File: src/rtl/sparse_tok_pkg.sv
// Shared sparse-stream token encoding: a control flag at bit DW, a
// stop/done tag in bits [9:8] and a stop level in bits [7:0].
package sparse_tok_pkg;

  localparam int TAG_HI = 9;
  localparam int TAG_LO = 8;

  localparam logic [1:0] TAG_STOP = 2'b00;
  localparam logic [1:0] TAG_DONE = 2'b01;

  // Canonical done token for the 16-bit payload build.
  localparam logic [16:0] DONE_TOKEN = 17'h10100;

  typedef enum logic {
    ST_EMIT,
    ST_FINAL
  } pad_state_e;

endpackage

File: src/rtl/crd_pad_oreg.sv
// One-entry output register for a pair of streams that share one valid.
// The entry fires only when both consumers are ready, so neither sink can lose or duplicate a token.
module crd_pad_oreg #(
  parameter int W = 17
) (
  input  logic         clk,
  input  logic         flush,
  input  logic         en,
  input  logic         load,
  input  logic [W-1:0] load_a,
  input  logic [W-1:0] load_b,
  input  logic         a_ready,
  input  logic         b_ready,
  output logic [W-1:0] a,
  output logic [W-1:0] b,
  output logic         a_valid,
  output logic         b_valid,
  output logic         can_load
);

  logic vld_q;
  logic fire;

  // Valid is masked while disabled so a frozen entry cannot be taken twice.
  assign fire     = vld_q & a_ready & b_ready & en;
  assign can_load = ~vld_q | fire;
  assign a_valid  = vld_q & en;
  assign b_valid  = vld_q & en;

  always_ff @(posedge clk) begin
    if (flush) begin
      vld_q <= 1'b0;
      a     <= '0;
      b     <= '0;
    end else if (en) begin
      if (load) begin
        vld_q <= 1'b1;
        a     <= load_a;
        b     <= load_b;
      end else if (fire) begin
        vld_q <= 1'b0;
      end
    end
  end

endmodule

File: src/rtl/crd_pad.sv
// Expands a compressed sorted coordinate/value stream into a dense fiber of length dim_size,
// padding missing coordinates with zero values; one output token per cycle, one-cycle latency.
module crd_pad
  import sparse_tok_pkg::*;
#(
  parameter int DW = 16
) (
  input  logic          clk,
  input  logic          flush,
  input  logic          clk_en,
  input  logic          tile_en,
  input  logic [DW-1:0] dim_size,
  input  logic [DW:0]   crd_in,
  input  logic          crd_in_valid,
  output logic          crd_in_ready,
  input  logic [DW:0]   val_in,
  input  logic          val_in_valid,
  output logic          val_in_ready,
  output logic [DW:0]   crd_out,
  output logic          crd_out_valid,
  input  logic          crd_out_ready,
  output logic [DW:0]   val_out,
  output logic          val_out_valid,
  input  logic          val_out_ready,
  output logic          err
);

  localparam logic [DW:0] STOP0    = {1'b1, DW'(0)};
  localparam logic [DW:0] DONE_TOK = {1'b1, DW'(DONE_TOKEN[15:0])};

  pad_state_e    state, state_nxt;
  logic [DW-1:0] cnt, cnt_nxt;
  logic          err_q;

  logic          en, can_load, load, pop, pad, do_final, set_err, clr_err;
  logic [DW:0]   crd_d, val_d;
  logic          head_vld, is_ctl;
  logic [DW-1:0] c;
  logic [1:0]    tag;

  assign en       = clk_en & tile_en & ~flush;
  assign head_vld = crd_in_valid & val_in_valid;
  assign is_ctl   = crd_in[DW];
  assign c        = crd_in[DW-1:0];
  assign tag      = crd_in[TAG_HI:TAG_LO];

  always_comb begin
    state_nxt = state;
    cnt_nxt   = cnt;
    load      = 1'b0;
    pop       = 1'b0;
    pad       = 1'b0;
    do_final  = 1'b0;
    set_err   = 1'b0;
    clr_err   = 1'b0;
    crd_d     = '0;
    val_d     = '0;

    if (en && can_load) begin
      if (state == ST_FINAL) begin
        do_final = 1'b1;
      end else if (head_vld) begin
        if (!is_ctl) begin
          if (c >= dim_size || c < cnt) begin
            pop     = 1'b1;
            set_err = 1'b1;
          end else if (cnt < c) begin
            pad = 1'b1;
          end else begin
            load    = 1'b1;
            pop     = 1'b1;
            crd_d   = {1'b0, c};
            val_d   = val_in;
            cnt_nxt = cnt + 1'b1;
          end
        end else if (tag == TAG_STOP) begin
          if (cnt < dim_size) begin
            pad = 1'b1;
          end else begin
            load    = 1'b1;
            pop     = 1'b1;
            crd_d   = crd_in;
            val_d   = crd_in;
            cnt_nxt = '0;
          end
        end else if (tag == TAG_DONE) begin
          if (cnt == '0) begin
            load    = 1'b1;
            pop     = 1'b1;
            clr_err = 1'b1;
            crd_d   = DONE_TOK;
            val_d   = DONE_TOK;
          end else begin
            do_final = 1'b1;
          end
        end else begin
          pop     = 1'b1;
          set_err = 1'b1;
        end
      end

      // Done arrived mid-fiber: finish the fiber and close it with a level-0 stop
      // before the done itself is allowed through.
      if (do_final) begin
        if (cnt < dim_size) begin
          pad       = 1'b1;
          state_nxt = ST_FINAL;
        end else begin
          load      = 1'b1;
          crd_d     = STOP0;
          val_d     = STOP0;
          cnt_nxt   = '0;
          state_nxt = ST_EMIT;
        end
      end

      if (pad) begin
        load    = 1'b1;
        crd_d   = {1'b0, cnt};
        val_d   = '0;
        cnt_nxt = cnt + 1'b1;
      end
    end
  end

  always_ff @(posedge clk) begin
    if (flush) begin
      state <= ST_EMIT;
      cnt   <= '0;
      err_q <= 1'b0;
    end else if (en) begin
      state <= state_nxt;
      cnt   <= cnt_nxt;
      if (set_err) begin
        err_q <= 1'b1;
      end else if (clr_err) begin
        err_q <= 1'b0;
      end
    end
  end

  assign crd_in_ready = pop;
  assign val_in_ready = pop;
  assign err          = err_q;

  crd_pad_oreg #(
    .W (DW + 1)
  ) u_oreg (
    .clk      (clk),
    .flush    (flush),
    .en       (en),
    .load     (load),
    .load_a   (crd_d),
    .load_b   (val_d),
    .a_ready  (crd_out_ready),
    .b_ready  (val_out_ready),
    .a        (crd_out),
    .b        (val_out),
    .a_valid  (crd_out_valid),
    .b_valid  (val_out_valid),
    .can_load (can_load)
  );

endmodule

File: config.mk
export PLATFORM = sky130hd
export DESIGN_NAME = crd_pad
export DESIGN_NICKNAME = d
export VERILOG_FILES = /design/src/rtl/sparse_tok_pkg.sv /design/src/rtl/crd_pad_oreg.sv /design/src/rtl/crd_pad.sv
export SDC_FILE = /design/constraint.sdc
export NUM_CORES = 1
export LEC_CHECK = 0
export CAP_MARGIN = 20
export CELL_PAD_IN_SITES_DETAIL_PLACEMENT = 2
export CELL_PAD_IN_SITES_GLOBAL_PLACEMENT = 2
export CORE_MARGIN = 4
export CORE_UTILIZATION = 34
export CTS_BUF_LIST = sky130_fd_sc_hd__clkbuf_4 sky130_fd_sc_hd__clkbuf_8
export DETAILED_ROUTE_END_ITERATION = 7
export PLACE_DENSITY = 0.92
export SYNTH_ARGS = -nofsm -noshare
export SYNTH_HDL_FRONTEND = slang
export SYNTH_SLANG_ARGS = --single-unit
File: constraint.sdc
create_clock -name clk -period 7.3 [get_ports clk]
set_input_delay 0.73 -clock clk [delete_from_list [all_inputs] [get_ports clk]]
set_output_delay 0.73 -clock clk [all_outputs]
set_load 0.02 [all_outputs]
# After elaboration in Yosys (flattened, before gate mapping)
# Index checks and enable logic that the tools add are counted.
[totals]
reg_bits = 53
in_bits = 58
out_inout_bits = 39
[classes]
n_reduce_logical = 11
addsub = 1
mux = 85
n_eq_ne = 1
order_cmp = 4
n_bitwise = 10
[op_table]
columns = ["cell", "count"]
rows = [
  ["17-bit two-way mux", 20],
  ["16-bit two-way mux", 12],
  ["1-bit two-way mux", 53],
  ["16-bit less-than comparator", 3],
  ["16-bit by 1-bit adder with 16-bit output (second input constant)", 1],
  ["16-bit >= comparator", 1],
  ["16-bit logical NOT", 1],
  ["2-bit AND reduction", 4],
  ["1-bit AND", 7],
  ["2-bit nonzero test", 2],
  ["3-bit AND reduction", 1],
  ["2-bit by 1-bit equality test with 1-bit output (second input constant)", 1],
  ["2-bit logical NOT", 1],
  ["1-bit inverter", 2],
  ["1-bit logical AND", 1],
  ["1-bit logical OR", 1],
  ["1-bit OR", 1],
]

# Logic depth before layout (Yosys ltp)
[depth]
word_depth = 14
mapped_depth = 12

# Hierarchy
# A second synthesis with hierarchy kept.
[unflattened]
hier_cells = 613
hier_area_um2 = 4966.0
[by_module_without_submodules]
columns = ["module", "cells_per_inst", "instances", "seq_area_each_um2", "area_each_um2"]
rows = [
  ["crd_pad", 449, 1, 360.3, 3184.3],
  ["crd_pad_oreg", 164, 1, 700.7, 1781.7],
]

# Worst setup path before layout
# OpenSTA, ideal clock, no wires.
[synth_timing]
path_kind = "input to output"
start = "input port dim_size[15]"
end = "output port val_in_ready"
n_path_buf = 1
t_arrival_ns = 3.669
path_slack_ns = 2.901
stages = 9
t_required_ns = 6.570
path_cell_list = "inv_1 > ha_1 > and4_1 > nand4_1 > or4_1 > nand4_1 > nor3_1 > a2111oi_0 > buf_4"
[synth_between]
elab_chain_len = 7
[synth_rtl]
columns = ["element", "line", "text"]
rows = [
  ["start, declared", "crd_pad.sv:12", "input logic [DW-1:0] dim_size,"],
  ["16-bit less-than comparator / 16-bit >= comparator (equally long branches)", "crd_pad.sv:77, crd_pad.sv:64", ""],
  ["1-bit two-way mux / 1-bit logical OR (equally long branches)", "crd_pad.sv:77, crd_pad.sv:64", ""],
  ["1-bit two-way mux (on tied branches)", "crd_pad.sv:76, crd_pad.sv:64", ""],
  ["1-bit two-way mux *", "crd_pad.sv:63", "if (!is_ctl) begin"],
  ["1-bit two-way mux *", "crd_pad.sv:62", "end else if (head_vld) begin"],
  ["1-bit two-way mux *", "crd_pad.sv:60", "if (state == ST_FINAL) begin"],
  ["1-bit two-way mux *", "crd_pad.sv:59", "if (en && can_load) begin"],
  ["end, declared", "crd_pad.sv:18", "output logic val_in_ready,"],
]
# Every way passes the cells marked *; elsewhere a longest branch is shown, timed or not.

# Worst setup path in the final report
[layout_timing]
start = "input port crd_in[15]"
end = "output port val_in_ready"
[layout_between]
elab_chain_len = 7
[layout_rtl]
columns = ["element", "line", "text"]
rows = [
  ["start, declared", "crd_pad.sv:13", "input logic [DW:0] crd_in,"],
  ["16-bit less-than comparator (tied with other cells)", "crd_pad.sv:67", "end else if (cnt < c) begin"],
  ["1-bit two-way mux / 1-bit logical OR (equally long branches)", "crd_pad.sv:67, crd_pad.sv:64", ""],
  ["1-bit two-way mux *", "crd_pad.sv:64", "if (c >= dim_size || c < cnt) begin"],
  ["1-bit two-way mux *", "crd_pad.sv:63", ""],
  ["1-bit two-way mux *", "crd_pad.sv:62", ""],
  ["1-bit two-way mux *", "crd_pad.sv:60", ""],
  ["1-bit two-way mux *", "crd_pad.sv:59", ""],
]
# Marks and branches as above.

==> flow_metrics.env <==
export IMPL_hold_viol_final=0
export IMPL_routabilityCongestion=0.8739
export IMPL_place_ws_ns=2.065
export IMPL_crit_arrival_ns=4.54
export IMPL_synth_main_ff_cell="dfxtp_1"
export IMPL_synth_distinct_cells=72
export IMPL_clock_sinks=53
export IMPL_reg2reg_depth=9
export IMPL_netlist_instances=521
export IMPL_core_area_mm2=0.01267
export IMPL_hp_start="u_oreg.b[9]"
export IMPL_worstSetupPathType="input pin to output pin"
export IMPL_grt_max_degree=31
export IMPL_synth_area_top_cells="dfxtp_1 24%, ha_1 14%, a21oi_1 3.7%, inv_1 3.4%, nor3_2 3.4%"
export IMPL_cp_top_family="simple AND/OR/NAND/NOR gates"
export IMPL_postCtsSetupBuffers=0
export IMPL_outcome="finished clean"
export IMPL_ir_worst_vdd_v=0.00007118
export IMPL_hp_class="flip-flop to flip-flop"
export IMPL_io_buffers=96
export IMPL_die_w_um=122.2
export IMPL_first_pass_iters=4
export IMPL_dpl_instance_area_mm2=0.005469
export IMPL_hold_buffers=0
export IMPL_setup_slack_ns=2.032
export IMPL_nets=705
export IMPL_synth_nets=628
export IMPL_antennaDiodeCount=0
export IMPL_drive_above_1_share=0.1202
export IMPL_cts_tree="done"
export IMPL_final_max_slew_viol_count=0
export IMPL_rr_startpoint="cnt[11]"
export IMPL_finish_utilization=0.4412
export IMPL_post_cts_resized=0
export IMPL_slowest_delay_ns=0.74
export IMPL_cp_slowest_cell="clkdlybuf4s50_1"
export IMPL_die_height_um=122.2
export IMPL_grt_pass1_vias=5497
export IMPL_track_usage=0.2787
export IMPL_clk_latency_ns=0.37
export IMPL_synth_area_mm2=0.004436
export IMPL_ys_seq_elements=53
export IMPL_dp_hpwl_um=16200
export IMPL_fin_skew_ns=0.01380
export IMPL_critPathRequiredTime_ns=6.57
export IMPL_max_freq_mhz=189.8
export IMPL_setup_worst_path_start_class="input pin"
export IMPL_dieArea_mm2=0.01494
export IMPL_synth_top_area_frac=0.2392
export IMPL_postSynthAreaPerCell_um2=8.513
export IMPL_yosys_warnings=0
export IMPL_synth_edf_count=0
export IMPL_finalCriticalPeriod_ns=5.268
export IMPL_wl_per_cell_um=26.74
export IMPL_dp_cells=762
export IMPL_rsz0062_at_grt="false"
export IMPL_cts_root_buf="clkbuf_8"
export IMPL_numCtsBuffers=5
export IMPL_hold_depth=2
export IMPL_num_vias=4841
export IMPL_crit_path_cell_trace="clkdlybuf4s50_1, ha_1, and4_1, nand4_1, or4_1, nand4_1, nor3_1, a2111oi_0, clkdlybuf4s50_1"
export IMPL_drv_cap=0
export IMPL_finalSetupTns_ns=0
export IMPL_relSlewSlack=0.4780
export IMPL_initial_utilization=0.3501
export IMPL_synth_top_area_cell="dfxtp_1"
export IMPL_stdcell_area_mm2=0.005590
export IMPL_layout_area_overhead_vs_synth_pct=26.04
export IMPL_worst_path_max_fanout=5
export IMPL_yosysSeqAreaShare=0.2392
export IMPL_clockBufferDepth=2
export IMPL_viasPerCell=6.279
export IMPL_tightest_slew_ns=0.7811
export IMPL_antenna_found_initial=0
export IMPL_io_pin_count=97
export IMPL_num_rows=41
export IMPL_min_to="u_oreg.b[9]"
export IMPL_path_buf_inv=2
export IMPL_r2r_setup_slack_ns=3.02
export IMPL_drt_iter0_drc=349
export IMPL_p_leak_nw=2.196
export IMPL_drt_total_wl_um=20620
export IMPL_stdcell_count=771
export IMPL_cellPowerDensity_mw_per_mm2=118.7
export IMPL_r2r_end="u_oreg.a[10]"
export IMPL_synth_async_reset_ratio=0
export IMPL_setup_violations=0
export IMPL_grt_overflow=0
export IMPL_period_share=0.7216
export IMPL_drc_errors=0
export IMPL_antenna_left=0
export IMPL_grt_pass1_wl_um=31570
export IMPL_worst_setup_path_end_kind="output pin"
export IMPL_clk_pin_slew_ns=0.11
export IMPL_htree_levels=2
-- cells by family (layout without fill, tap and decap cells) --
kind of cell | after synthesis | count (layout) | share of synthesized area
DFF | 53 | 53 | 0.2392
and+or+nand+nor | 172 | 172 | 0.2161
AOI/OAI and AO/OA | 167 | 167 | 0.3157
buffers and inverters | 73 | 151 | 0.07532
xor gates and xnor gates | 2 | 2 | 0.003950
muxes | 5 | 5 | 0.01157
adders and majority gates | 49 | 49 | 0.1382
-- cell usage in the layout (no fill, tap or decap), drive strengths merged, types with 3 or more instances in the layout --
cell type	count
nand3b	3
o32ai	3
o2bb2ai	14
o31ai	3
clkbuf	5
nand3	12
o21ai	21
mux2i	4
nor4	6
inv	42
nand2	36
a22oi	16
a22o	3
o211ai	7
a211o	8
and3	5
a31oi	7
a221oi	17
nor2	46
ha	49
nor3	28
dfxtp	53
or3	4
and4	3
and2	7
a21oi	33
nand4	9
clkdlybuf4s50	96
a21o	4
nand2b	6
buf	6
a211oi	12
-- worst max path at each step --
stage / slack, ns / endpoint / cells past startpoint / start
after floorplan: 2.90 / val_in_ready / 9 / dim_size[15]
after global placement: 2.30 / crd_in_ready / 9 / crd_in[15]
after detailed placement: 2.06 / val_in_ready / 9 / crd_in[14]
after CTS: 2.04 / val_in_ready / 9 / crd_in[14]
after global routing: 1.83 / val_in_ready / 9 / crd_in[15]
final: 2.03 / val_in_ready / 9 / crd_in[15]
-- where the power goes --
part	internal [mW]	switching [mW]
registers	0.294	0.00851
logic	0.0688	0.0963
clock network	0.0697	0.126
-- stage by stage --
step / hold WS (ns) / power [mW]
6_report: 0.4664 / 0.6636
5_1_grt: 0.4904 / 0.6890
4_1_cts: 0.4720 / 0.6634
3_5_place_dp: 0.4567 / 0.4700
3_3_place_gp: 0.4403 / 0.4501
2_1_floorplan: 0.4687 / 0.3877
-- cell usage after synthesis (all sizes together), types with 4 or more instances --
| master | instances |
|---|---|
| o211ai | 7 |
| a22oi | 16 |
| a21o | 4 |
| nand4 | 9 |
| a21oi | 33 |
| nand3 | 12 |
| nor2 | 46 |
| clkbuf | 16 |
| a211o | 8 |
| buf | 16 |
| a31oi | 7 |
| o2bb2ai | 14 |
| nand2b | 6 |
| inv | 41 |
| and2 | 7 |
| nor4 | 6 |
| mux2i | 4 |
| and3 | 5 |
| o21ai | 21 |
| or3 | 4 |
| nand2 | 36 |
| ha | 49 |
| dfxtp | 53 |
| nor3 | 28 |
| a221oi | 17 |
| a211oi | 12 |
-- tightest hold or removal path: stages, from the launching register on --
cell and delay [ns]:
dfxtp_1 0.33, nand2_1 0.05, a21oi_1 0.05
-- layer usage --
layer	vias up	GRT usage	wire length, um	share of wire
met3	91	0.03825	941	0.046
met5	-	0	0	0
met1	2434	0.3121	8048	0.39
met2	199	0.4978	10460	0.51
li1	2117	-	-	-
met4	0	0.1714	1170	0.057
-- layout make-up --
type	count	area, um^2
fill	1411	7081
multi-input combinational	395	3040
sequential	53	1061
timing repair buffer	102	1026
tap	172	215.2
inverter	41	153.9
clock buffer	5	68.82
clock inverter	3	25.02
-- registers in the layout, summed over array words and instances, names as in the netlist --
| register | cells |
|---|---|
| cnt | 16 |
| err | 1 |
| state | 1 |
| u_oreg.a | 17 |
| u_oreg.b | 17 |
| u_oreg.vld_q | 1 |
Note: power is estimated with default switching activity, not from simulation.
